--- src/rtl/sdram_arb_pkg.sv ---
`default_nettype none
// ============================================================================
// Module   : sdram_arb_pkg
// Purpose  : Shared types, defaults and grant selection for the SDRAM arbiter.
// Revision : 1.0 - initial release
// ============================================================================
package sdram_arb_pkg;

    localparam int c_ADDR_W           = 24;
    localparam int c_DATA_W           = 16;
    localparam int c_REFRESH_INTERVAL = 374;

    typedef enum logic [1:0] {
        INIT_WAIT = 2'd0,
        IDLE      = 2'd1,
        ISSUE     = 2'd2,
        DONE      = 2'd3
    } state_t;

    typedef enum logic [1:0] {
        GR_CPU = 2'd0,
        GR_LDR = 2'd1,
        GR_REF = 2'd2
    } grant_t;

    // Refresh always wins; a tie between requesters goes to the one not served last.
    function automatic grant_t pick_grant(
        input logic   refresh_pending,
        input logic   cpu_req,
        input logic   ldr_req,
        input grant_t last_grant
    );
        if (refresh_pending) begin
            return GR_REF;
        end
        if (cpu_req && ldr_req) begin
            return (last_grant == GR_CPU) ? GR_LDR : GR_CPU;
        end
        if (ldr_req) begin
            return GR_LDR;
        end
        return GR_CPU;
    endfunction

endpackage
`default_nettype wire

--- src/rtl/sdram_refresh_timer.sv ---
`default_nettype none
// ============================================================================
// Module   : sdram_refresh_timer
// Purpose  : Periodic refresh request generator with a sticky overrun flag.
// Revision : 1.0 - initial release
// ============================================================================
module sdram_refresh_timer
    import sdram_arb_pkg::*;
#(
    parameter int REFRESH_INTERVAL = c_REFRESH_INTERVAL
) (
    input  logic clk,
    input  logic rst,
    input  logic i_enable,
    input  logic i_take,
    output logic o_refresh_pending,
    output logic o_refresh_overrun
);

    localparam int                 c_CNT_W  = (REFRESH_INTERVAL > 2) ? $clog2(REFRESH_INTERVAL) : 1;
    localparam logic [c_CNT_W-1:0] c_RELOAD = c_CNT_W'(REFRESH_INTERVAL - 1);
    localparam logic [c_CNT_W-1:0] c_ONE    = c_CNT_W'(1);

    logic [c_CNT_W-1:0] r_count_q;
    logic [c_CNT_W-1:0] w_count_d;
    logic               r_pending_q;
    logic               w_pending_d;
    logic               r_overrun_q;
    logic               w_overrun_d;

    // A new expiry outranks a same-cycle take, so the fresh request is never lost.
    always_comb begin
        w_count_d   = r_count_q;
        w_pending_d = r_pending_q;
        w_overrun_d = r_overrun_q;
        if (i_take) begin
            w_pending_d = 1'b0;
        end
        if (!i_enable) begin
            w_count_d = c_RELOAD;
        end else if (r_count_q == '0) begin
            w_count_d   = c_RELOAD;
            w_pending_d = 1'b1;
            if (r_pending_q) begin
                w_overrun_d = 1'b1;
            end
        end else begin
            w_count_d = r_count_q - c_ONE;
        end
    end

    always_ff @(posedge clk) begin
        if (rst) begin
            r_count_q   <= c_RELOAD;
            r_pending_q <= 1'b0;
            r_overrun_q <= 1'b0;
        end else begin
            r_count_q   <= w_count_d;
            r_pending_q <= w_pending_d;
            r_overrun_q <= w_overrun_d;
        end
    end

    assign o_refresh_pending = r_pending_q;
    assign o_refresh_overrun = r_overrun_q;

endmodule
`default_nettype wire

--- src/rtl/sdram_arbiter.sv ---
`default_nettype none
// ============================================================================
// Module   : sdram_arbiter
// Purpose  : Shares the SDRAM command core between CPU and loader, with refresh.
// Revision : 1.0 - initial release
// ============================================================================
module sdram_arbiter
    import sdram_arb_pkg::*;
#(
    parameter int ADDR_W           = c_ADDR_W,
    parameter int DATA_W           = c_DATA_W,
    parameter int REFRESH_INTERVAL = c_REFRESH_INTERVAL
) (
    input  logic              clk_48mhz,
    input  logic              reset,
    input  logic              cpu_req,
    input  logic              cpu_we,
    input  logic [ADDR_W-1:0] cpu_addr,
    input  logic [DATA_W-1:0] cpu_wdata,
    input  logic [1:0]        cpu_be,
    output logic              cpu_ack,
    output logic [DATA_W-1:0] cpu_rdata,
    input  logic              ldr_req,
    input  logic              ldr_we,
    input  logic [ADDR_W-1:0] ldr_addr,
    input  logic [DATA_W-1:0] ldr_wdata,
    input  logic [1:0]        ldr_be,
    output logic              ldr_ack,
    output logic [DATA_W-1:0] ldr_rdata,
    output logic              ctl_req,
    output logic              ctl_refresh,
    output logic              ctl_we,
    output logic [ADDR_W-1:0] ctl_addr,
    output logic [DATA_W-1:0] ctl_wdata,
    output logic [1:0]        ctl_dm,
    input  logic              ctl_ack,
    input  logic [DATA_W-1:0] ctl_rdata,
    input  logic              ctl_init_done,
    output logic              refresh_overrun
);

    state_t              r_state_q,       w_state_d;
    grant_t              r_grant_q,       w_grant_d;
    grant_t              r_last_grant_q,  w_last_grant_d;
    logic                r_ctl_req_q,     w_ctl_req_d;
    logic                r_ctl_refresh_q, w_ctl_refresh_d;
    logic                r_ctl_we_q,      w_ctl_we_d;
    logic [ADDR_W-1:0]   r_ctl_addr_q,    w_ctl_addr_d;
    logic [DATA_W-1:0]   r_ctl_wdata_q,   w_ctl_wdata_d;
    logic [1:0]          r_ctl_dm_q,      w_ctl_dm_d;
    logic                r_cpu_ack_q,     w_cpu_ack_d;
    logic [DATA_W-1:0]   r_cpu_rdata_q,   w_cpu_rdata_d;
    logic                r_ldr_ack_q,     w_ldr_ack_d;
    logic [DATA_W-1:0]   r_ldr_rdata_q,   w_ldr_rdata_d;
    grant_t              w_sel;
    logic                w_take;
    logic                w_refresh_pending;
    logic                w_refresh_overrun;

    sdram_refresh_timer #(
        .REFRESH_INTERVAL (REFRESH_INTERVAL)
    ) u_refresh_timer (
        .clk               (clk_48mhz),
        .rst               (reset),
        .i_enable          (ctl_init_done),
        .i_take            (w_take),
        .o_refresh_pending (w_refresh_pending),
        .o_refresh_overrun (w_refresh_overrun)
    );

    always_comb begin
        w_state_d       = r_state_q;
        w_grant_d       = r_grant_q;
        w_last_grant_d  = r_last_grant_q;
        w_ctl_req_d     = r_ctl_req_q;
        w_ctl_refresh_d = r_ctl_refresh_q;
        w_ctl_we_d      = r_ctl_we_q;
        w_ctl_addr_d    = r_ctl_addr_q;
        w_ctl_wdata_d   = r_ctl_wdata_q;
        w_ctl_dm_d      = r_ctl_dm_q;
        w_cpu_ack_d     = 1'b0;
        w_cpu_rdata_d   = r_cpu_rdata_q;
        w_ldr_ack_d     = 1'b0;
        w_ldr_rdata_d   = r_ldr_rdata_q;
        w_take          = 1'b0;
        w_sel           = pick_grant(w_refresh_pending, cpu_req, ldr_req, r_last_grant_q);

        case (r_state_q)
            INIT_WAIT: begin
                if (ctl_init_done) begin
                    w_state_d = IDLE;
                end
            end
            IDLE: begin
                if (w_refresh_pending || cpu_req || ldr_req) begin
                    w_state_d       = ISSUE;
                    w_grant_d       = w_sel;
                    w_ctl_req_d     = 1'b1;
                    w_ctl_refresh_d = (w_sel == GR_REF);
                    case (w_sel)
                        GR_CPU: begin
                            w_ctl_we_d     = cpu_we;
                            w_ctl_addr_d   = cpu_addr;
                            w_ctl_wdata_d  = cpu_wdata;
                            w_ctl_dm_d     = ~cpu_be;
                            w_last_grant_d = GR_CPU;
                        end
                        GR_LDR: begin
                            w_ctl_we_d     = ldr_we;
                            w_ctl_addr_d   = ldr_addr;
                            w_ctl_wdata_d  = ldr_wdata;
                            w_ctl_dm_d     = ~ldr_be;
                            w_last_grant_d = GR_LDR;
                        end
                        default: begin
                            w_ctl_we_d = 1'b0;
                            w_take     = 1'b1;
                        end
                    endcase
                end
            end
            ISSUE: begin
                if (ctl_ack) begin
                    w_state_d       = DONE;
                    w_ctl_req_d     = 1'b0;
                    w_ctl_refresh_d = 1'b0;
                    case (r_grant_q)
                        GR_CPU: begin
                            w_cpu_ack_d   = 1'b1;
                            w_cpu_rdata_d = ctl_rdata;
                        end
                        GR_LDR: begin
                            w_ldr_ack_d   = 1'b1;
                            w_ldr_rdata_d = ctl_rdata;
                        end
                        default: begin
                        end
                    endcase
                end
            end
            // One dead cycle lets the served requester drop its req before IDLE samples it.
            DONE: begin
                w_state_d = IDLE;
            end
            default: begin
                w_state_d = INIT_WAIT;
            end
        endcase
    end

    always_ff @(posedge clk_48mhz) begin
        if (reset) begin
            r_state_q       <= INIT_WAIT;
            r_grant_q       <= GR_CPU;
            r_last_grant_q  <= GR_LDR;
            r_ctl_req_q     <= 1'b0;
            r_ctl_refresh_q <= 1'b0;
            r_ctl_we_q      <= 1'b0;
            r_ctl_addr_q    <= '0;
            r_ctl_wdata_q   <= '0;
            r_ctl_dm_q      <= 2'b11;
            r_cpu_ack_q     <= 1'b0;
            r_cpu_rdata_q   <= '0;
            r_ldr_ack_q     <= 1'b0;
            r_ldr_rdata_q   <= '0;
        end else begin
            r_state_q       <= w_state_d;
            r_grant_q       <= w_grant_d;
            r_last_grant_q  <= w_last_grant_d;
            r_ctl_req_q     <= w_ctl_req_d;
            r_ctl_refresh_q <= w_ctl_refresh_d;
            r_ctl_we_q      <= w_ctl_we_d;
            r_ctl_addr_q    <= w_ctl_addr_d;
            r_ctl_wdata_q   <= w_ctl_wdata_d;
            r_ctl_dm_q      <= w_ctl_dm_d;
            r_cpu_ack_q     <= w_cpu_ack_d;
            r_cpu_rdata_q   <= w_cpu_rdata_d;
            r_ldr_ack_q     <= w_ldr_ack_d;
            r_ldr_rdata_q   <= w_ldr_rdata_d;
        end
    end

    assign ctl_req         = r_ctl_req_q;
    assign ctl_refresh     = r_ctl_refresh_q;
    assign ctl_we          = r_ctl_we_q;
    assign ctl_addr        = r_ctl_addr_q;
    assign ctl_wdata       = r_ctl_wdata_q;
    assign ctl_dm          = r_ctl_dm_q;
    assign cpu_ack         = r_cpu_ack_q;
    assign cpu_rdata       = r_cpu_rdata_q;
    assign ldr_ack         = r_ldr_ack_q;
    assign ldr_rdata       = r_ldr_rdata_q;
    assign refresh_overrun = w_refresh_overrun;

endmodule
`default_nettype wire

--- config.mk ---
export PLATFORM = sky130hd
export DESIGN_NAME = sdram_arbiter
export DESIGN_NICKNAME = d
export VERILOG_FILES = /design/src/rtl/sdram_arb_pkg.sv /design/src/rtl/sdram_refresh_timer.sv /design/src/rtl/sdram_arbiter.sv
export SDC_FILE = /design/constraint.sdc
export NUM_CORES = 1
export LEC_CHECK = 0
export ABC_AREA = 1
export CORE_MARGIN = 2
export CORE_UTILIZATION = 43
export CTS_CLUSTER_SIZE = 20
export DETAILED_ROUTE_END_ITERATION = 10
export GPL_TIMING_DRIVEN = 1
export PLACE_DENSITY = 0.83
export SYNTH_ARGS = -nofsm -noshare
export SYNTH_HDL_FRONTEND = slang
export SYNTH_HIERARCHICAL = 1
export SYNTH_SLANG_ARGS = --single-unit
--- constraint.sdc ---
create_clock -name clk_48mhz -period 2.25 [get_ports clk_48mhz]
set_clock_uncertainty 0.15 [all_clocks]
set_input_delay 0.675 -clock clk_48mhz [delete_from_list [all_inputs] [get_ports clk_48mhz]]
set_output_delay 0.675 -clock clk_48mhz [all_outputs]
set_load 0.01 [all_outputs]
; ---- After elaboration in Yosys (flattened, before gate mapping)
; Cells that the tools add are included.
[word_totals]
out_inout_bits = 80
regBits = 96
input_bits = 108
[classes]
reduce_logical = 20
add_sub_neg = 1
eq_ne = 9
n_mux = 35
n_bitwise = 5
[op_table]
columns = op, count
row1 = $pmux W24 S2, 1
row2 = $pmux W16 S2, 1
row3 = $mux W1, 18
row4 = $mux W2, 9
row5 = $reduce_and A3 Y1, 6
row6 = $logic_not A9 Y1, 1
row7 = $sub A9 B1 Y9 const B, 1
row8 = $logic_not A2 Y1, 4
row9 = $pmux W2 S2, 2
row10 = $pmux W2 S4, 1
row11 = $eq A2 B1 Y1 const B, 3
row12 = $eq A2 B2 Y1 const B, 3
row13 = $ne A2 B2 Y1 const B, 3
row14 = $pmux W1 S2, 3
row15 = $reduce_or A3 Y1, 2
row16 = $not A2 Y2, 2
row17 = $reduce_bool A2 Y1, 2
row18 = $not A1 Y1, 3
row19 = $logic_or A1 B1 Y1, 2
row20 = $reduce_and A2 Y1, 1
row21 = $reduce_or A2 Y1, 1
row22 = $logic_and A1 B1 Y1, 1

; ---- Logic depth before layout (Yosys ltp)
; Gate-level depths: netlist of run 1.
[logic_depth]
ltp_word = 16
depth_mapped = 9

; ---- By module
; Netlist of run 1, hierarchy kept.
[by_module_without_submodules]
columns = module, cells_per_inst, seq_area_each_um2, area_each_um2, n_inst
row1 = sdram_arbiter, 576, 1681.6, 3920.0, 1
row2 = sdram_refresh_timer, 72, 220.2, 531.8, 1

; ---- Worst setup path before layout of run 1
; OpenSTA, ideal clock, no wires.
[synth_path]
path_kind = in2reg
start = input ldr_req
end = register r_ctl_dm_q[0] (netlist: ctl_dm[0])
slack_ps = 489
arrival_ps = 1494
stages = 7
cell_sequence = buf_2 > nor2_4 > nand2_1 > nand3_2 > buf_6 > a21oi_1 > nand2_1
[synth_via]
elab_chain_len = 9
word_cells_on_any_way = 17
[synth_lines]
columns = item, line
row1 = start: declaration, sdram_arbiter.sv:23  ; input logic ldr_req,
row2 = $mux W1 or $logic_and A1 B1 Y1 (tied branches), "sdram_arb_pkg.sv:39, sdram_arb_pkg.sv:36"
row3 = $mux W1 or $mux W2 (tied branches), "sdram_arb_pkg.sv:39, sdram_arb_pkg.sv:36"
row4 = $mux W1 or $mux W2 (tied branches), "sdram_arb_pkg.sv:36, sdram_arb_pkg.sv:39"
row5 = $mux W2, sdram_arb_pkg.sv:42  ; return GR_CPU;
row6 = $mux W2, sdram_arb_pkg.sv:39  ; if (ldr_req) begin
row7 = $mux W2, sdram_arb_pkg.sv:36  ; if (cpu_req && ldr_req) begin
row8 = $eq A2 B1 Y1 or $logic_not A2 Y1 (tied branches), sdram_arbiter.sv:100  ; case (w_sel)
row9 = $reduce_bool A2 Y1 (no source line), -
row10 = $reduce_and A3 Y1 (no source line), -
row11 = end signal: assignment, sdram_arbiter.sv:175  ; r_ctl_dm_q <= w_ctl_dm_d;
row12 = end: declaration, sdram_arbiter.sv:50  ; logic [1:0] r_ctl_dm_q, w_ctl_dm_d;
; Several ways; a longest one is shown, not always the timed one. The select of a mux whose other input is x is not followed.
; A chain may end at the register's enable or synchronous reset.

; ---- Worst setup path after layout of run 1
[layout_path]
start = register r_cpu_rdata_q[0] (netlist: cpu_rdata[0])
end = output cpu_rdata[0]
[layout_rtl]
columns = item, line
row1 = start: declaration, sdram_arbiter.sv:52  ; logic [DATA_W-1:0] r_cpu_rdata_q, w_cpu_rdata_d;
row2 = start signal: assignment, sdram_arbiter.sv:177  ; r_cpu_rdata_q <= w_cpu_rdata_d;
row3 = end: declaration, sdram_arbiter.sv:22  ; output logic [DATA_W-1:0] cpu_rdata,
; No word-level cell between the ends.

==> reports/metrics.csv, run 1 <==
metric,value,unit
result of the run,"complete, no violations",
Clock transition at path regs,0.09,ns
period utilization,93.63,%
final worst setup slack,0.1433,ns
Post-synth EDFFs,0,
Pwr Density,743.3,nW/um^2
first-pass GRT wire length,20970,um
Stages on worst setup path,1,
Syn Inst Count,648,
CP bufs+invs,1,
vias in the first global route,4641,
Post-DRT Antenna Nets,0,
Crit Path Max Fanout,2,
DR WL/cell,13.55,um
layout cell share with drive strength beyond 1,5.797,%
# setup viols final,0,
share of the yosys chip area belonging to registers,42.72,%
met3 Track Usage GR,3.340,%
Via density,4.901,
area of the mapped netlist,4452,sq um
Area Overhead vs Synth,48.96,%
Hold Fails Final Rpt,0,
Netlist cell types,27,
H-tree levels,3,
"CP delay by family, top",buffers and inverters,
hold buffer count at cts,0,
slowest cell on the critical path,clkdlybuf4s50_1,
"Remaining Overflow, GRT",0,
mean post-synth cell area,6.870,sq um
first-pass detailed-route iteration total,5,
crit start category,flip-flop,
"top cells by area, synth","dfxtp_1 (43%), nand2_1 (11%), inv_1 (8.6%)",
clk_lat worst skew,0.34,ns
critical-path cell list,clkdlybuf4s50_1,
"top cells by count, synth","nand2_1 (125), inv_1 (102), dfxtp_1 (95)",
critical path arrival,1.28,ns
"worst slack, placed",0.04604,ns
GRT Total Usage,22.75,%
Final Util,65.11,%
I/O pin cnt,188,
# resized after CTS,0,
VDD IR-drop max,0.4674,mV
final instance area,6631,sq um
Max Cap Violations,0,
grt met1 use,26.60,%
Die ar.,11180,sq um
row count,37,
CTS root buf,clkbuf_8,
n_diodes,0,
setup bufs post-CTS,0,
CP peak stage delay,0.56,ns
asr flop ratio synth,0,%
cts bufs inserted,9,
main flop type after synthesis,dfxtp_1,
initial antenna violation count,0,
final wirelength,13060,um
TritonCTS clock tree,yes,
largest net degree at the start of global routing,44,
Total Nets Final,937,
DRC violations left,0,
Non-Filler Instances,964,
Max clock buf depth,2,
Synth area leader,dfxtp_1,
synth warn,6,
total number of vias,4725,
most frequent cell after synthesis,nand2_1,
Syn Nets,762,
core area,10180,sq um
DP Area,6440,sq um
Max-slew headroom,72.74,%
dpl hpwl,9941,um
CTS sink cnt,95,
placed cells,948,
Die X,105.8,um
type of the tightest min-delay check,flip-flop to flip-flop,
Synth top area share,42.72,%
Hold Path Stages,1,
Initial Util,43.71,%
"Req. time, crit path",1.42,ns
RSZ-0062 raised after global routing,false,
CP Capture Type,output pin,
Fmax,474.7,MHz
max-slew violations,0,
Synth Register Bits,95,
worst reg-to-reg path cell count,7,
Port Buffers,187,
setup TNS,0,ns
measured slew at the worst slew-check pin,0.4089,ns
Die Ht,105.8,um
Setup Crit Path Kind,flip-flop to output pin,
min Tclk post-route,2.107,ns
met2 Usage GRT,41.71,%
number of DRC markers in iteration 0,231,
RD Place Congestion,0.8568,
GRT busiest layer,met2,
LEAKAGE,2.856,nW
-- final timing paths --
| path | from | endpoint | slack, ns |
|---|---|---|---|
| max reg2reg | r_state_q[1] | ctl_wdata[15] | 0.48 |
| min | u_refresh_timer/r_count_q[0] | u_refresh_timer/r_count_q[0] | 0.25 |
| max | cpu_rdata[0] | cpu_rdata[0] | 0.14 |
| min reg2reg | u_refresh_timer/r_count_q[0] | u_refresh_timer/r_count_q[0] | 0.25 |
-- cell usage in the layout (no fill, tap or decap), drive strengths merged --
cell           instances
a21oi                 52
buf                   18
clkbuf                10
clkdlybuf4s50        185
clkinv                 4
clkinvlp               1
dfxtp                 95
ha                     6
inv                  107
nand2                126
nand3                 56
nand3b                 2
nand4                 41
nor2                  87
nor3                   2
o21ai                 35
xnor2                  1
-- cell type report --
type / count / area, sq um
multi-input combinational: 408 / 1951
timing repair buffer: 203 / 2019
fill: 890 / 3553
sequential: 95 / 1902
clock inverter: 6 / 53.80
clock buffer: 10 / 137.6
tap: 136 / 170.2
inverter: 106 / 397.9
-- layer usage --
metal	wire length [um]	up-vias
met5	0	-
met4	266	0
met3	761	23
met2	6630	172
met1	5401	2133
li1	-	2397
-- where the power goes --
part	internal, W	switching (W)	total (W)	leakage, nW
registers	0.00194	0.000154	0.00209	0.773
logic	0.000885	0.000889	0.00177	1.99
clock network	0.000450	0.000617	0.00107	0.0950
total	0.00327	0.00166	0.00493	2.86
-- logic make-up after synthesis --
logic type / Yosys count / synth area share, %
buffers and inverters: 145 / 13.46
AND/OR/NAND/NOR: 314 / 31.65
AO/OA/AOI/OAI: 87 / 10.29
XOR/XNOR: 1 / 0.1968
adder cells (fa/ha/maj): 6 / 1.686
flip-flops: 95 / 42.72
-- metrics by stage --
| step | total power, W | hold slack, ns |
|---|---|---|
| 2_1_floorplan | 0.003010 | 0.2152 |
| 3_3_place_gp | 0.003834 | 0.2248 |
| 3_5_place_dp | 0.003895 | 0.2265 |
| 4_1_cts | 0.004967 | 0.2493 |
| 5_1_grt | 0.005221 | 0.2679 |
| 6_report | 0.004929 | 0.2471 |
-- registers in the layout, indices dropped and copies added, names as in the netlist, 2 cells and up --
name	count
r_state_q	2
cpu_rdata	16
ctl_dm	2
ctl_wdata	16
r_grant_q	2
u_refresh_timer/r_count_q	9
ldr_rdata	16
ctl_addr	24
(Power assumes the default switching activity.)
==> run 2: changes to the inputs <==
--- a/config.mk
+++ b/config.mk
@@ -6,12 +6,13 @@
 export NUM_CORES = 1
 export LEC_CHECK = 0
 export ABC_AREA = 1
+export CAP_MARGIN = 20
 export CORE_MARGIN = 2
 export CORE_UTILIZATION = 43
 export CTS_CLUSTER_SIZE = 20
 export DETAILED_ROUTE_END_ITERATION = 10
 export GPL_TIMING_DRIVEN = 1
-export PLACE_DENSITY = 0.83
+export PLACE_DENSITY_LB_ADDON = 0.1
 export SYNTH_ARGS = -nofsm -noshare
 export SYNTH_HDL_FRONTEND = slang
 export SYNTH_HIERARCHICAL = 1
==> run 2 against run 1 <==
Effect of this change:
- non-clock buffer count grew 4
- critical endpoint is now ctl_wdata[3]
- total power grew 1.0%
- clock power is essentially flat
- register-to-register slack is essentially flat
- highest routed layer unchanged
- combinational power grew 3%
- critical path depth is the same
- design area grew 1.2%
- worst setup slack gained 0.0040 ns
==> reports/metrics.csv, run 2 (same netlist as run 1, synthesis figures left out) <==
metric,value,unit
Clock transition at path regs,0.10,ns
total number of vias,4700,
Die Ht,105.8,um
"Req. time, crit path",1.42,ns
Fmax,475.6,MHz
initial antenna violation count,0,
final wirelength,12720,um
max-slew violations,0,
Die X,105.8,um
critical-path cell list,clkdlybuf4s50_1,
Pwr Density,741.9,nW/um^2
period utilization,93.45,%
max FFs per register,24,
Total Nets Final,941,
setup TNS,0,ns
CP peak stage delay,0.55,ns
crit start category,flip-flop,
"commonest cells after routing, fill and taps aside","clkdlybuf4s50_1 (186), nand2_1 (125), inv_1 (102)",
setup bufs post-CTS,0,
Hold Fails Final Rpt,0,
cts bufs inserted,9,
DRC violations left,0,
Crit Path Max Fanout,2,
VDD IR-drop max,0.4061,mV
result of the run,"complete, no violations",
number of DRC markers in iteration 0,213,
# resized after CTS,0,
CP bufs+invs,1,
RD Place Congestion,0.8508,
Die ar.,11180,sq um
H-tree levels,3,
DR WL/cell,13.14,um
type of the tightest min-delay check,flip-flop to flip-flop,
Setup Crit Path Kind,flip-flop to output pin,
dpl hpwl,9370,um
Via density,4.855,
row count,37,
I/O pin cnt,188,
clk_lat worst skew,0.36,ns
hold buffer count at cts,0,
"Remaining Overflow, GRT",0,
Post-DRT Antenna Nets,0,
# setup viols final,0,
"CP delay by family, top",buffers and inverters,
GRT Total Usage,22.54,%
RSZ-0062 raised after global routing,false,
Max Cap Violations,0,
critical path arrival,1.28,ns
CTS sink cnt,95,
Tot Pwr,0.004980,W
Max-slew headroom,65.26,%
vias in the first global route,4389,
first-pass GRT wire length,20700,um
CTS root buf,clkbuf_8,
slowest cell on the critical path,clkdlybuf4s50_1,
min Tclk post-route,2.103,ns
LEAKAGE,2.887,nW
fillers,909,
Port Buffers,187,
Initial Util,43.71,%
first-pass detailed-route iteration total,5,
n_diodes,0,
CP Capture Type,output pin,
core area,10180,sq um
measured slew at the worst slew-check pin,0.5205,ns
Area Overhead vs Synth,50.79,%
TritonCTS clock tree,yes,
Max clock buf depth,2,
"commonest non-fill, non-tap cell in the layout",clkdlybuf4s50_1,
largest net degree at the start of global routing,41,
layout cell share with drive strength beyond 1,6.130,%
## run 2: changes by cell type in the layout (fill, tap and decap cells not counted)
cell and delta:
buf_2 -1, inv_8 +1, clkinv_4 -2, clkinvlp_4 +1, buf_12 +4, inv_6 +1, clkbuf_8 -1, clkdlybuf4s50_1 +1
## run 2: power breakdown
group          switching [W]  internal, W
logic               0.000894     0.000931
clock network       0.000661     0.000427
registers           0.000133      0.00193
total                0.00169      0.00329
## run 2: per-stage QoR
step / hold WS [ns] / util (%) / cell area [sq um] / cells / setup slack, ns
2_1_floorplan: 0.2152 / - / 4452 / 648 / 0.4895
6_report: 0.2523 / 65.91 / 6713 / 968 / 0.1474
3_5_place_dp: 0.2293 / 64.07 / 6525 / 952 / -0.01801
5_1_grt: 0.2740 / 65.91 / 6713 / 968 / 0.09624
3_3_place_gp: 0.2232 / 64.07 / 6525 / 952 / 0.05424
4_1_cts: 0.2528 / 65.91 / 6713 / 968 / 0.1237
## run 2: final cells by class
type | instances | area [sq um] | share of cell area (%)
tap | 136 | 170.2 | 2.535
sequential | 95 | 1902 | 28.33
clock inverter | 7 | 63.81 | 0.9506
clock buffer | 9 | 123.9 | 1.845
multi-input combinational | 408 | 1951 | 29.06
timing repair buffer | 207 | 2105 | 31.35
inverter | 106 | 397.9 | 5.927
## run 2: layer usage
metal | track usage, % | part of all wire, % | up-vias
li1 | - | - | 2400
met1 | 27.20 | 42 | 2125
met2 | 39.03 | 49 | 159
met3 | 5.257 | 7.1 | 16
met4 | 8.271 | 1.7 | 0
met5 | 0 | 0 | -
## run 2: path summary, 6_finish.rpt
path / from / to / slack, ns / cells past startpoint
max: ctl_wdata[3] / ctl_wdata[3] / 0.15 / 1
min: u_refresh_timer/r_count_q[0] / u_refresh_timer/r_count_q[0] / 0.25 / 1
max reg2reg: r_state_q[1] / ctl_addr[18] / 0.47 / 7
min reg2reg: u_refresh_timer/r_count_q[0] / u_refresh_timer/r_count_q[0] / 0.25 / 1
